**config.mk**
```make
export PLATFORM = sky130hd
export DESIGN_NAME = sparc_ifu_thrsched
export DESIGN_NICKNAME = d
export VERILOG_FILES = /design/src/rtl/sparc_ifu_thrsched_pkg.sv /design/src/rtl/sparc_ifu_lru4.sv /design/src/rtl/sparc_ifu_thrsched.sv
export SDC_FILE = /design/constraint.sdc
export NUM_CORES = 1
export LEC_CHECK = 0
export ABC_AREA = 1
export CORE_MARGIN = 5
export CORE_UTILIZATION = 40
export DETAILED_ROUTE_END_ITERATION = 8
export PLACE_DENSITY = 0.65
export SYNTH_ARGS = -nofsm -noshare
export SYNTH_HDL_FRONTEND = slang
export SYNTH_HIERARCHICAL = 1
export SYNTH_SLANG_ARGS = --single-unit
```
**constraint.sdc**
```tcl
create_clock -name clk -period 3.7 [get_ports clk]
set_clock_uncertainty 0.1 [all_clocks]
set_input_delay 0.37 -clock clk [delete_from_list [all_inputs] [get_ports clk]]
set_output_delay 0.37 -clock clk [all_outputs]
set_load 0.05 [all_outputs]
```
**src/rtl/sparc_ifu_thrsched_pkg.sv**
```systemverilog
// Shared definitions for the IFU thread scheduler: thread FSM encodings,
// scheduler states and the ready/running decode helpers.
package sparc_ifu_thrsched_pkg;

  localparam logic [4:0] THRFSM_IDLE     = 5'b00000;
  localparam logic [4:0] THRFSM_HALT     = 5'b00010;
  localparam logic [4:0] THRFSM_WAIT     = 5'b00001;
  localparam logic [4:0] THRFSM_RDY      = 5'b11001;
  localparam logic [4:0] THRFSM_SPEC_RDY = 5'b10011;
  localparam logic [4:0] THRFSM_RUN      = 5'b00101;
  localparam logic [4:0] THRFSM_SPEC_RUN = 5'b00111;

  typedef enum logic [1:0] {
    S_IDLE  = 2'd0,
    S_SCHED = 2'd1,
    S_RUN   = 2'd2
  } sched_state_t;

  // Only the two legal ready encodings qualify; stray codes are ignored.
  function automatic logic thr_ready(input logic [4:0] s);
    return (s == THRFSM_RDY) || (s == THRFSM_SPEC_RDY);
  endfunction

  function automatic logic thr_running(input logic [4:0] s);
    return (s == THRFSM_RUN) || (s == THRFSM_SPEC_RUN);
  endfunction

  function automatic logic [3:0] thr_onehot(input logic [1:0] id);
    return 4'b0001 << id;
  endfunction

endpackage

```
**src/rtl/sparc_ifu_lru4.sv**
```systemverilog
// Four-entry least-recently-scheduled tracker with a two-class priority pick.
// Slot 0 of the order register holds the least recent thread, slot 3 the most recent.
module sparc_ifu_lru4
  import sparc_ifu_thrsched_pkg::*;
(
  input  logic       clk,
  input  logic       reset,
  input  logic [3:0] cand,
  input  logic [3:0] prio,
  input  logic [3:0] upd,
  output logic [1:0] win_id,
  output logic       win_vld
);

  logic [7:0] order;
  logic [7:0] order_nxt;
  logic [3:0] pool;
  logic [1:0] upd_id;
  logic       found;

  // Pick the least recent thread, restricting to the priority class when it is non-empty.
  always_comb begin
    pool    = ((cand & prio) != 4'b0000) ? (cand & prio) : cand;
    win_id  = 2'd0;
    win_vld = 1'b0;
    for (int k = 3; k >= 0; k--) begin
      if (pool[order[2*k +: 2]]) begin
        win_id  = order[2*k +: 2];
        win_vld = 1'b1;
      end
    end
  end

  // Move the updated thread to the most-recent slot, sliding the younger ones down.
  always_comb begin
    order_nxt = order;
    upd_id    = 2'd0;
    found     = 1'b0;
    for (int i = 0; i < 4; i++) begin
      if (upd[i]) upd_id = 2'(i);
    end
    if (upd != 4'b0000) begin
      for (int k = 0; k < 3; k++) begin
        if (order[2*k +: 2] == upd_id) found = 1'b1;
        if (found) order_nxt[2*k +: 2] = order[2*(k+1) +: 2];
      end
      order_nxt[7:6] = upd_id;
    end
  end

  // Order register; reset order is 0,1,2,3 with thread 0 least recent.
  always_ff @(posedge clk or posedge reset) begin
    if (reset) order <= {2'd3, 2'd2, 2'd1, 2'd0};
    else       order <= order_nxt;
  end

endmodule

```
**src/rtl/sparc_ifu_thrsched.sv**
```systemverilog
// IFU thread scheduler: picks the next thread by readiness class and LRU order,
// enforces a run quantum and honours fetch-control switch requests.
module sparc_ifu_thrsched
  import sparc_ifu_thrsched_pkg::*;
#(
  parameter int QUANTUM = 32,
  parameter int QCNT_W  = 6
) (
  input  logic        clk,
  input  logic        reset,
  input  logic [19:0] thr_state_bus,
  input  logic        switch_req,
  input  logic        stall_all,
  output logic [3:0]  schedule,
  output logic [3:0]  switch_out,
  output logic [1:0]  cur_thr,
  output logic        cur_vld
);

  sched_state_t      state, state_nxt;
  logic [QCNT_W-1:0] qcnt, qcnt_nxt;
  logic [1:0]        cur_thr_nxt;
  logic              cur_vld_nxt;
  logic [3:0]        sched_nxt, swo_nxt;
  logic [4:0]        thr_st [4];
  logic [3:0]        ready_mask, rdy_mask, cand;
  logic              cur_running, quantum_done;
  logic [1:0]        win_id;
  logic              win_vld;

  // Decode each thread's state into ready, firm-ready and the candidate set.
  always_comb begin
    for (int i = 0; i < 4; i++) begin
      thr_st[i]     = thr_state_bus[5*i +: 5];
      ready_mask[i] = thr_ready(thr_st[i]);
      rdy_mask[i]   = (thr_st[i] == THRFSM_RDY);
    end
    cand         = ready_mask & ~((state == S_RUN) ? thr_onehot(cur_thr) : 4'b0000);
    cur_running  = thr_running(thr_st[cur_thr]);
    quantum_done = (qcnt == QCNT_W'(QUANTUM));
  end

  sparc_ifu_lru4 u_lru (
    .clk     (clk),
    .reset   (reset),
    .cand    (cand),
    .prio    (rdy_mask),
    .upd     (sched_nxt),
    .win_id  (win_id),
    .win_vld (win_vld)
  );

  // Scheduler next-state and registered-output decisions.
  always_comb begin
    state_nxt   = state;
    qcnt_nxt    = qcnt;
    cur_thr_nxt = cur_thr;
    cur_vld_nxt = cur_vld;
    sched_nxt   = 4'b0000;
    swo_nxt     = 4'b0000;
    case (state)
      S_IDLE: begin
        cur_vld_nxt = 1'b0;
        if (win_vld && !stall_all) begin
          sched_nxt   = thr_onehot(win_id);
          cur_thr_nxt = win_id;
          state_nxt   = S_SCHED;
        end
      end
      S_SCHED: begin
        if (cur_running) begin
          state_nxt   = S_RUN;
          cur_vld_nxt = 1'b1;
          qcnt_nxt    = '0;
        end else begin
          state_nxt   = S_IDLE;
          cur_vld_nxt = 1'b0;
        end
      end
      S_RUN: begin
        if (!stall_all && !quantum_done) qcnt_nxt = qcnt + QCNT_W'(1);
        if (!cur_running) begin
          state_nxt   = S_IDLE;
          cur_vld_nxt = 1'b0;
        end else if ((switch_req || quantum_done) && win_vld && !stall_all) begin
          swo_nxt     = thr_onehot(cur_thr);
          sched_nxt   = thr_onehot(win_id);
          cur_thr_nxt = win_id;
          cur_vld_nxt = 1'b0;
          state_nxt   = S_SCHED;
        end
      end
      default: begin
        state_nxt   = S_IDLE;
        cur_vld_nxt = 1'b0;
      end
    endcase
  end

  // State, quantum counter and output registers.
  always_ff @(posedge clk or posedge reset) begin
    if (reset) begin
      state      <= S_IDLE;
      qcnt       <= '0;
      cur_thr    <= 2'd0;
      cur_vld    <= 1'b0;
      schedule   <= 4'b0000;
      switch_out <= 4'b0000;
    end else begin
      state      <= state_nxt;
      qcnt       <= qcnt_nxt;
      cur_thr    <= cur_thr_nxt;
      cur_vld    <= cur_vld_nxt;
      schedule   <= sched_nxt;
      switch_out <= swo_nxt;
    end
  end

endmodule

```
==> impl_metrics.tcl, run 1 <==
set metrics [dict create \
    status "complete, no violations" \
    drc 0 \
    die-area_um2 6848 \
    finalNetCount 441 \
    crit_fanout 5 \
    vias 2434 \
    grt_max_degree 20 \
    swShare 0.5030 \
    tightest_slew_ns 0.7414 \
    antenna_left 0 \
    clock_latency_ns 0.27 \
    worst_path_max_delay_cell "clkdlybuf4s50_1" \
    drive_gt1_frac 0.4082 \
    yosys.cell_types.count 33 \
    synth_nets 340 \
    synth_edf_count 0 \
    drt-pass1-iter-count 4 \
    endpoint_kind "register" \
    cts.sinks 27 \
    p_comb_frac 0.689 \
    cp_slowest_stage_delay_ns 0.48 \
    p_clk_frac 0.080 \
    coreArea_um2 5140 \
    vdd_drop_max_mv 0.3519 \
    required_ns 3.80 \
    drt_wl_total_um 6509 \
    synth_top_area_cell "dfrtp_1" \
    syn_area_per_cell_um2 6.742 \
    p_per_area_nw_per_um2 601.8 \
    hold_violations 0 \
    grt_first_pass_wirelength_um 10450 \
    slew_headroom 0.5052 \
    rsz0062_at_grt "true" \
    fmax_mhz 272.0 \
    synth-main-ff-cell "dfrtp_1" \
    clk_pin_slew_worst_paths_ns 0.09 \
    leakage_nw 1.718 \
    grt-busiest-layer "met2" \
    die_w_um 82.75 \
    cts_buffers 3 \
    crit_path_start_kind "input pin" \
    p_int_w 0.001035 \
    htree_num_levels 1 \
    drv_slew 0 \
    yosysTopAreaCellShare 0.2719 \
    area_delta_synth_final_pct 63.48 \
    syn_area_um2 2117 \
    syn_inst 314 \
    num_rows 26 \
    max_cap_violations 0 \
    hold_path_class "input pin to async pin" \
    layout_setup_ws_ns 0.02329 \
    die_h_um 82.75 \
    yosysWarnings 6 \
    netlist_top_cells_area "dfrtp_1, nand2_1, nand3_1, inv_1, dfstp_2" \
    fin_crit_sh 0.9937 \
    grt_overflow 0 \
    ios 35 \
    drt-wirelength-per-cell_um 13.45 \
    gp_congestion 0.9034 \
    dp_hpwl_um 4568 \
    antennaDiodeCount 0 \
    post-place-ws_ns -0.5556 \
    vias_per_cell 5.029 \
    cp_data_arrival_time_ns 3.78 \
    cts.path.max_buffers 2 \
    port_buffers 34 \
    cts_tree "yes" \
    timing.hold.ws_ns 0.2626 \
    fin_crit_ns 3.677 \
    use_met2 0.3438 \
    crit_top_cell "nand2_2" \
    final_common_cell "nand2_1" \
    ys_seq_area_frac 0.3215 \
    track_usage 0.1922 \
    root_buffer "clkbuf_8" \
    power_frac_seq 0.231 \
    initial_core_util 0.4119 \
    cts_hold_buf 0 \
    final_cell_mix "nand2_1, buf_4, inv_1, nand3_1, clkdlybuf4s50_1" \
    switching_power_w 0.001048 \
    setup_viol 0 \
    num-fill-cells 435 \
    grt_antenna_before_repair 0 \
    drt-initial-drc-count 122 \
    grt_pass1_vias 2380 \
    path_class "input pin to register" \
    use_met1 0.2457 \
    final_core_util 0.6733 \
    synth-seq-cells 27 \
    async_reset_ff_frac 1.000 \
    grtUsageMet3 0.02169 \
]
critical path, delay by kind of cell:
kind	cells	cell delay (ns)
AO/OA/AOI/OAI	4	0.45
XOR/XNOR	1	0.15
buffers and inverters	7	1.11
AND/OR/NAND/NOR	17	1.70
power groups by stage:
stage                     clock [W]  sequential, W  combinational [W]
final                      0.000167       0.000480            0.00144
after global routing       0.000186       0.000491            0.00157
after CTS                  0.000170       0.000466            0.00129
after detailed placement          0       0.000464            0.00110
after global placement            0       0.000464            0.00108
after floorplan                   0       0.000504           0.000663
worst paths after layout:
| check | startpoint | depth (start not counted) | slack [ns] | end |
|---|---|---|---|---|
| worst max-delay path | thr_state_bus[5] | 29 | 0.02 | u_lru/order[5] |
| worst min-delay path | reset | 2 | 0.26 | u_lru/order[1] |
| worst max register to register | state[1] | 25 | 0.05 | u_lru/order[4] |
| worst min register to register | u_lru/order[7] | 2 | 0.42 | u_lru/order[5] |
| max in group asynchronous | reset | 2 | 2.54 | cur_thr[1] |
| min in group clk | u_lru/order[7] | 2 | 0.42 | u_lru/order[5] |
logic make-up after synthesis:
logic type / share of synthesized area
and+or+nand+nor: 0.4746
buffers and inverters: 0.08747
AOI/OAI and AO/OA: 0.09220
DFF: 0.3215
xor gates and xnor gates: 0.01241
adders and majority gates: 0.01182
Yosys cell counts, types with 2 or more instances:
cell type  number
nand2_1        85
nand3_1        49
inv_1          41
nor2_1         26
dfrtp_1        23
o21ai_0        15
nand2_2        12
a21oi_1         5
nand3b_1        5
a221oi_1        4
dfstp_2         4
nand4_1         4
nor3_1          4
o21ai_1         4
or2_2           4
nand2_4         3
nor3_2          3
xor2_1          3
ha_1            2
inv_2           2
nand3_2         2
nor2_2          2
nor3b_1         2
final cells by class:
type / count / area (um2) / share of cell area
multi-input cells: 241 / 1618 / 0.4675
repair buffers: 99 / 864.6 / 0.2498
flip-flops and latches: 27 / 683.2 / 0.1974
inverters: 43 / 161.4 / 0.04664
well taps: 70 / 87.58 / 0.02531
clock buffers: 3 / 41.29 / 0.01193
clock inverters: 1 / 5.005 / 0.001446
repair_timing:
action / CTS / global route
buffers inserted: 3 / 7
pin swaps: 27 / 25
gates resized for setup: 53 / 47
endpoints found under the setup margin: 6 / 7
gates cloned: 0 / 0
flip-flops by register name, indices dropped and copies added, names as in the netlist:
| register | count |
|---|---|
| u_lru/order | 8 |
| qcnt | 6 |
| schedule | 4 |
| switch_out | 4 |
| cur_thr | 2 |
| state | 2 |
| cur_vld | 1 |
metrics by stage:
stage / TNS [ns] / area, um2 / instances / power [W]
floorplan: 0 / 2120 / 314 / 0.001167
global placement: -3.063 / 2952 / 472 / 0.001548
detailed placement: -3.471 / 2952 / 472 / 0.001561
CTS: 0 / 3223 / 478 / 0.001927
global route: -1.401 / 3461 / 484 / 0.002249
finish: 0 / 3461 / 484 / 0.002083
per-layer routing:
layer | vias up | wire [um]
met5 | - | 0
met4 | 0 | 90
met1 | 1143 | 2837
li1 | 1225 | -
met3 | 11 | 185
met2 | 55 | 3396
No activity file was read; power rests on OpenSTA's default activity.
==> run 2, diff against run 1 <==
--- a/config.mk
+++ b/config.mk
@@ -6,9 +6,11 @@
 export NUM_CORES = 1
 export LEC_CHECK = 0
 export ABC_AREA = 1
+export CORE_ASPECT_RATIO = 1.25
 export CORE_MARGIN = 5
 export CORE_UTILIZATION = 40
 export DETAILED_ROUTE_END_ITERATION = 8
+export GPL_ROUTABILITY_DRIVEN = 0
 export PLACE_DENSITY = 0.65
 export SYNTH_ARGS = -nofsm -noshare
 export SYNTH_HDL_FRONTEND = slang
==> run 2 against run 1 <==
  * Via count down 0.33%
  * Clock-buffer cell count unchanged
  * Hold slack better by 0.024 ns
  * Sequential power down 1%
  * Combinational power up 3%
  * Design area up 0.54%
  * Critical path type unchanged
  * Highest routed layer unchanged
==> impl_metrics.tcl, run 2 (synthesis results as in run 1) <==
set metrics [dict create \
    status "complete, no violations" \
    grt_overflow 0 \
    hold_path_class "input pin to async pin" \
    antennaDiodeCount 0 \
    grt_max_degree 20 \
    post-place-ws_ns -0.6193 \
    port_buffers 34 \
    drt_wl_total_um 6561 \
    antenna_left 0 \
    cts_hold_buf 0 \
    grt_antenna_before_repair 0 \
    largest_register "u_lru/order" \
    num-fill-cells 409 \
    final_cell_mix "nand2_1, buf_4, inv_1, nand3_1" \
    area_delta_synth_final_pct 64.36 \
    clock_latency_ns 0.28 \
    htree_num_levels 1 \
    largest_register_ffs 8 \
    coreArea_um2 5116 \
    vdd_drop_max_mv 0.5356 \
    ios 35 \
    crit_path_start_kind "input pin" \
    worst_path_max_delay_cell "clkdlybuf4s50_1" \
    root_buffer "clkbuf_8" \
    drc 0 \
    startpoint "thr_state_bus[12]" \
    endpoint_kind "register" \
    fin_crit_sh 0.9872 \
    cts.path.max_buffers 2 \
    dp_hpwl_um 4519 \
    place_area_um2 2851 \
    drive_gt1_frac 0.4175 \
    leakage_nw 1.820 \
    cts_tree "yes" \
    grt_first_pass_wirelength_um 10290 \
    grt_pass1_vias 2367 \
    vias 2426 \
    layout_setup_ws_ns 0.04725 \
    fin_crit_ns 3.653 \
    cts.sinks 27 \
    final_core_util 0.6801 \
    crit_top_cell "nand2_2" \
    setup_viol 0 \
    num_rows 29 \
    initial_core_util 0.4138 \
    finalPower_w 0.002118 \
    r2r-start "cur_thr[1]" \
    vias_per_cell 5.118 \
    reg_top3 "u_lru/order x8, qcnt x6" \
    cp_slowest_stage_delay_ns 0.43 \
    p_per_area_nw_per_um2 608.6 \
    final_cell_area_um2 3480 \
    clk_pin_slew_worst_paths_ns 0.08 \
    rsz0062_at_grt "true" \
    fmax_mhz 273.8 \
    drv_slew 0 \
    max_cap_violations 0 \
    path_class "input pin to register" \
    crit_chain "clkdlybuf4s50_1, or2_4, a221oi_4, nand2_2, nand2_2, nor2_4, nand2_4, nand3_2, nand3_2, nand2_2, a21oi_2, nand2_2, a21oi_4, nand2_2, nor2_2, nand3_2, o31ai_4, nor2_4, buf_6, o2111ai_4, nand3_2, nand2_1, o21ai_1" \
    slew_headroom 0.5271 \
    track_usage 0.1848 \
    finalNetCount 439 \
    die_w_um 75.07 \
    required_ns 3.75 \
    cp_data_arrival_time_ns 3.70 \
    drt-wirelength-per-cell_um 13.84 \
    hold_violations 0 \
    tightest_slew_ns 0.7085 \
    crit_fanout 6 \
    final_common_cell "nand2_1" \
    die-area_um2 6857 \
    drt-initial-drc-count 94 \
    die_h_um 91.34 \
    drt-pass1-iter-count 4 \
    cts_buffers 3 \
]
-- run 2: metrics by stage --
stage | hold WS [ns] | setup TNS (ns) | std cells
finish | 0.2868 | 0 | 474
global route | 0.2837 | -0.8487 | 474
CTS | 0.2769 | 0 | 460
detailed placement | 0.4147 | -3.827 | 452
global placement | 0.4016 | -3.913 | 452
floorplan | 0.08280 | 0 | 314
-- run 2: final timing paths --
| path | end | slack, ns | depth (start not counted) |
|---|---|---|---|
| setup / recovery | u_lru/order[4] | 0.05 | 23 |
| hold / removal | u_lru/order[0] | 0.29 | 2 |
| setup reg to reg | u_lru/order[4] | 0.07 | 23 |
| hold reg to reg | u_lru/order[5] | 0.43 | 2 |
| max in group asynchronous | cur_thr[0] | 2.57 | 2 |
| min in group clk | u_lru/order[5] | 0.43 | 2 |
-- run 2: power by group --
part           internal [W]  switching [W]
sequential         0.000378      0.0000956
combinational      0.000605       0.000871
clock             0.0000755      0.0000930
-- run 2: timing repair --
item,4_1_cts,5_1_grt
endpoints found under the setup margin,6,8
pin swaps,18,53
resized for setup,29,93
buffers inserted,4,14
-- run 2: per-layer routing --
metal,part of all wire,track usage,vias to the layer above
li1,-,-,1224
met1,0.43,0.2266,1156
met2,0.54,0.3227,35
met3,0.025,0.02983,11
met4,0.0091,0.05490,0
met5,0,0,-
-- run 2: cell type report --
type                    count  area, um2  share of cell area
multi-input cells         241       1618              0.4649
repair buffers             97      893.4              0.2567
flip-flops and latches     27      683.2              0.1963
inverters                  43      161.4             0.04639
well taps                  62      77.57             0.02229
clock buffers               3      41.29             0.01187
clock inverters             1      5.005            0.001438
-- run 2: critical path, delay by kind of cell --
kind	cells	cell delay, ns
AND/OR/NAND/NOR	15	1.71
AO/OA/AOI/OAI	6	1.04
buffers and inverters	2	0.56
